<file path="src/rtl/reg_reader.sv">
// Sweeps a range of register-bank indices, emitting one captured word per valid/ready handshake and keeping running complex sums.
// Latency: 3 cycles per word (READ, CAPT, SEND) with ready held high; done pulses one cycle after the final handshake or an abort.
module reg_reader #(
    parameter int DW = 64
) (
    input  logic            clock,
    input  logic            reset,
    input  logic            start,
    input  logic            abort,
    input  logic [3:0]      first,
    input  logic [3:0]      last,
    output logic [3:0]      seloutA,
    output logic            enrregA,
    input  logic [DW-1:0]   outA,
    output logic [DW-1:0]   dout,
    output logic [3:0]      dout_idx,
    output logic            dout_valid,
    input  logic            dout_ready,
    output logic            busy,
    output logic            done,
    output logic [DW/2-1:0] sum_re,
    output logic [DW/2-1:0] sum_im
);

    typedef enum logic [2:0] {IDLE, READ, CAPT, SEND, DONE} state_t;

    state_t     state;
    state_t     state_nxt;
    logic [3:0] idx;
    logic [3:0] last_q;
    logic [3:0] sel_q;
    logic       hs;

    assign hs = (state == SEND) && dout_ready;

    always_ff @(posedge clock or posedge reset) begin
        if (reset) begin
            state <= IDLE;
        end else begin
            state <= state_nxt;
        end
    end

    always_comb begin
        state_nxt = state;
        case (state)
            IDLE:    if (start) state_nxt = READ;
            READ:    state_nxt = abort ? DONE : CAPT;
            CAPT:    state_nxt = abort ? DONE : SEND;
            // A handshake coinciding with abort still counts; abort just skips the next read.
            SEND: begin
                if (hs && idx == last_q) state_nxt = DONE;
                else if (abort)          state_nxt = DONE;
                else if (hs)             state_nxt = READ;
            end
            DONE:    state_nxt = IDLE;
            default: state_nxt = IDLE;
        endcase
    end

    always_comb begin
        enrregA    = (state == READ);
        seloutA    = (state == READ) ? idx : sel_q;
        dout_valid = (state == SEND);
        busy       = (state != IDLE);
        done       = (state == DONE);
    end

    always_ff @(posedge clock or posedge reset) begin
        if (reset) begin
            idx      <= '0;
            last_q   <= '0;
            sel_q    <= '0;
            dout     <= '0;
            dout_idx <= '0;
            sum_re   <= '0;
            sum_im   <= '0;
        end else begin
            if (state == IDLE && start) begin
                idx    <= first;
                last_q <= last;
                sum_re <= '0;
                sum_im <= '0;
            end
            if (state == READ) begin
                sel_q <= idx;
            end
            // The bank answers one cycle after the enable, so outA is valid during CAPT.
            if (state == CAPT) begin
                dout     <= outA;
                dout_idx <= idx;
            end
            if (hs) begin
                sum_re <= sum_re + dout[DW-1:DW/2];
                sum_im <= sum_im + dout[DW/2-1:0];
                idx    <= idx + 4'd1;
            end
        end
    end

endmodule

</file>
<file path="config.mk">
export PLATFORM = sky130hd
export DESIGN_NAME = reg_reader
export DESIGN_NICKNAME = d
export VERILOG_FILES = /design/src/rtl/reg_reader.sv
export SDC_FILE = /design/constraint.sdc
export NUM_CORES = 1
export LEC_CHECK = 0
export CAP_MARGIN = 20
export CORE_MARGIN = 2
export CORE_UTILIZATION = 30
export DETAILED_ROUTE_END_ITERATION = 12
export GPL_TIMING_DRIVEN = 0
export HOLD_SLACK_MARGIN = 0.03
export PLACE_DENSITY = 0.6
export SLEW_MARGIN = 20
export SYNTH_ARGS = -nofsm -noshare
export SYNTH_HDL_FRONTEND = slang
export SYNTH_SLANG_ARGS = --single-unit
</file>
<file path="constraint.sdc">
create_clock -name clock -period 4.67 [get_ports clock]
set_input_delay 0.934 -clock clock [delete_from_list [all_inputs] [get_ports clock]]
set_output_delay 0.934 -clock clock [all_outputs]
set_load 0.02 [all_outputs]
</file>
==> metrics.log <==
INFO  metric fin_worst_hold_slack = 0.489 ns
INFO  metric worst_skew_pair.late_latency = about 0.42 ns
INFO  metric postLayoutCellArea = 11900 um2
INFO  metric totalWireLength = 24.4 mm
INFO  metric final_core_utilization = 0.426
INFO  metric cts.path.max_buffers = 2
INFO  metric drtPass1Iterations = 4
INFO  metric drv_cap = 0
INFO  metric drive_above_1_share = 0.116
INFO  metric pre_cts_ws = between 0.8 and 0.9 ns
INFO  metric core = 27900 um2
INFO  metric synth.mux.area_fraction = 0.0962
INFO  metric yosys.cell_types.count = 66
INFO  metric vdd_ir_drop_max = ~0.38 mV
INFO  metric min_path_type = flop to flop
INFO  metric gpl.final_weighted_congestion = 0.804
INFO  metric tritoncts.num_buffers = 17
INFO  metric report.final.hold_viol_count = 0
INFO  metric worst_setup_path_start_kind = flop
INFO  metric maxSlewHeadroom = 0.360
INFO  metric post_drt_via_cell_ratio = slightly below 5
INFO  metric syn-cell-area = around 8500 um2
INFO  metric synth-compound-area-share = 0.183
INFO  metric floorplan.initialDensity = 0.305
INFO  metric via_count_of_the_first_global_routing_pass = approximately 6900
INFO  metric skew = 0.0106 ns
INFO  metric worstSetupEndpoint = seloutA[2]
INFO  metric post-cts-setup-buffer-count = 0
INFO  metric grt_first_pass_wirelength = 38.4 mm
INFO  metric cp-startpoint = state[0]
INFO  metric fin_crit_sh = 0.781
INFO  metric syn-num-nets = 970
INFO  metric status = completed
INFO  metric report.final.setup_viol = 0
INFO  metric cp_slowest_stage_delay = ~0.65 ns
INFO  metric fp.dieArea = 29700 um2
INFO  metric dp_hpwl = 18.6 mm
INFO  metric post-layout-total-power = 8.32 mW
INFO  metric die_height = 172 um
INFO  metric netlist_top_cells_area = dfrtp_1 (43%), ha_1 (9.3%), mux2_2 (9.3%)
INFO  metric number_of_synthesized_flops_with_an_enable_pin = 0
INFO  metric critical_path_buf_inv_count = 2
INFO  metric critical_path_peak_fanout = 10
INFO  metric synth-seq-cells = 147
INFO  metric critPathSlowestCell = nor3b_2
INFO  metric r2r-end = sum_im[30]
INFO  metric std_cell_rows = 61
INFO  metric power.density = roughly 700 nW/um2
INFO  metric detail_route.iter0.violations = 248
INFO  metric dpl_cell_area = 11300 um2
INFO  metric nNetsFinal = 1211
INFO  metric synth.largest_area_cell = dfrtp_1
INFO  metric clk_root_buffer_cell = clkbuf_16
INFO  metric top_level_ports = 217
INFO  metric synth_xor_xnor_area_share = 0.0515
INFO  metric die_width = 172 um
INFO  metric synthFlopType = dfrtp_1
INFO  metric post_synth_and_or_nand_nor_area_fraction = 0.117
INFO  metric wl_per_cell = 16.7 um
INFO  metric synth-adder-area-share = 0.0974
INFO  metric worst_ep_arrival_time = 2.71 ns
INFO  metric worst_reg2reg_path_startpoint = dout[0]
INFO  metric layout_cells_excl_fill = 1462
INFO  metric place.port_buffers = approximately 220
INFO  metric worst_slew_pin_slew = between 0.9 and 1 ns
INFO  metric setup.reg_to_reg.worst_slack = ~1.5 ns
INFO  metric clk_pin_slew_worst_paths = around 0.06 ns
INFO  metric route.antenna.remaining_nets = 0
INFO  metric path_cells = clkbuf_1, nor3b_2, mux2_2, clkdlybuf4s50_1
INFO  metric synthesis.area_per_instance = 10.3 um2
INFO  metric dominant_combinational_cell_family_by_area_after_synthesis = compound AO/OA/AOI/OAI gates
INFO  metric cts_htree_levels = 4
INFO  metric criticalPathCategory = flop to primary output
INFO  metric final_critical_path_setup_slack = 1.03 ns
INFO  metric async_reset_ff_frac = 1.00
INFO  metric final_period_minus_worst_setup_slack = ~3.6 ns
INFO  metric rsz0062_at_grt = no
INFO  metric r2r_cells = 13
INFO  metric cp_data_required_time = 3.74 ns
INFO  metric grt_max_degree = 33
INFO  metric synth_top_area_frac = 0.433
INFO  metric area.growth.synth_to_final = 39.7%
INFO  metric cp.depth = 4
INFO  metric timing_max_transition_violations_final = 0
INFO  metric grt-ovfl-total = 0
INFO  metric track_usage = 0.168
INFO  metric yosysSeqAreaShare = 0.433
INFO  metric timing.fmax = 0.274 GHz
INFO  metric clock_tree_from_tritoncts = yes
INFO  metric place.detailed.instances = ~1400
INFO  metric post_cts.resized_instances = 0
INFO  metric synthesis.instances = 828
INFO  metric cts_hold_buf = 0
INFO  metric grt_antenna_before_repair = 2
INFO  metric synth_warnings = 0
INFO  metric routed-via-count = 7037
INFO  metric critical_path.top_delay_family = buffers and inverters
INFO  metric numClockSinks = 147
INFO  metric setup_total_negative_slack = 0 ns
INFO  metric crit_end_element = primary output
INFO  metric drcViolationCount = 0
INFO  metric cellLeakagePower = 5.17 nW
## how the worst min path moves through the flow
stage          cells past startpoint       start  slack, ns         end
2_1_floorplan                      2   last_q[0]       0.47   last_q[0]
3_3_place_gp                       1  sum_re[31]       0.47  sum_re[31]
3_5_place_dp                       1  sum_re[31]       0.48  sum_re[31]
4_1_cts                            1  sum_re[31]       0.50  sum_re[31]
5_1_grt                            1    sel_q[3]       0.51    sel_q[3]
6_report                           1  sum_re[31]       0.49  sum_re[31]
## synth_stat cells (all sizes together), types with 2 or more instances
master	number
dfrtp	147
nand2	93
o21ai	80
mux2	70
ha	63
a21oi	58
nor2	29
xor2	29
clkbuf	27
a21o	23
xnor2	21
inv	19
nor3	14
nand2b	11
and3	10
nand3	10
o21a	8
o21bai	8
o31ai	8
a211oi	7
nor2b	7
a211o	6
nand4	6
or3	6
a31oi	5
a2111oi	4
a22o	4
a32o	4
and2	4
nand3b	4
nor3b	4
o211ai	4
mux2i	3
o41ai	3
a21boi	2
a221o	2
a22oi	2
a311oi	2
a41oi	2
and4	2
buf	2
fa	2
o211a	2
## layout by cell type, fill, tap and decap left out, types with 4 or more instances in the layout
master / instances
and3_1: 10
a21oi_1: 57
clkdlybuf4s50_1: 216
or3_1: 6
ha_1: 63
and2_1: 4
a211o_1: 6
o211ai_1: 4
clkinvlp_4: 4
clkbuf_16: 17
o21a_1: 8
nor2_1: 29
o21ai_1: 4
a31oi_1: 4
a22o_1: 4
o21ai_0: 75
nor3_1: 12
a21o_1: 23
o31ai_1: 7
nand2_1: 93
nand3b_1: 4
a211oi_1: 7
inv_1: 18
nand2b_1: 11
nor2b_1: 6
xor2_1: 29
clkbuf_1: 28
dfrtp_1: 147
o21bai_1: 8
buf_12: 5
mux2_2: 70
nand4_1: 6
nand3_1: 10
a32o_1: 4
xnor2_1: 21
## where the power goes
part	total [mW]	switching [mW]	internal, mW
clock network	1.45	0.574	0.872
registers	2.25	0.456	1.79
logic	4.62	2.45	2.18
total	8.32	3.48	4.84
## kinds of logic (layout without fill, tap and decap cells)
logic type / Yosys count / count (layout)
flops: 147 / 147
fa+ha+maj: 65 / 65
compound gates: 240 / 240
other cells: 0 / 2
xor+xnor: 50 / 50
mux: 73 / 73
simple gates: 205 / 205
buf+inv: 48 / 302
## worst register-to-register path: stages (launching register included)
cell and delay [ns]:
dfrtp_1 0.37, ha_1 0.22, inv_1 0.07, fa_1 0.40, nor2b_1 0.22, o31ai_2 0.11, a21oi_1 0.21, a21oi_1 0.14
o21ai_1 0.30, o221ai_2 0.21, nand3b_1 0.20, a21oi_1 0.28, a2111oi_0 0.16, nand3b_1 0.20
## final cells by class
class | instances | area, um2
Antenna cell | 2 | 5.00
Buffer | 29 | 113
Clock buffer | 20 | 457
Clock inverter | 12 | 154
Fill cell | 2747 | 16000
Inverter | 19 | 75.1
Multi-Input combinational cell | 633 | 4650
Sequential cell | 147 | 3680
Tap cell | 378 | 473
Timing Repair Buffer | 222 | 2270
## flip-flops by register name (all words and copies together), names as in the netlist
register / cells
sum_im: 32
dout: 64
dout_idx: 4
state: 3
idx: 4
last_q: 4
sum_re: 32
sel_q: 4
## metal layers
metal	GRT usage	share of wire	vias to the layer above	routed length, um
li1	-	-	3520	-
met1	0.226	0.47	3357	11400
met2	0.274	0.47	150	11500
met3	0.0460	0.056	10	1370
met4	0.0307	0.0056	0	136
met5	0	0	-	0
(Power assumes the default switching activity.)
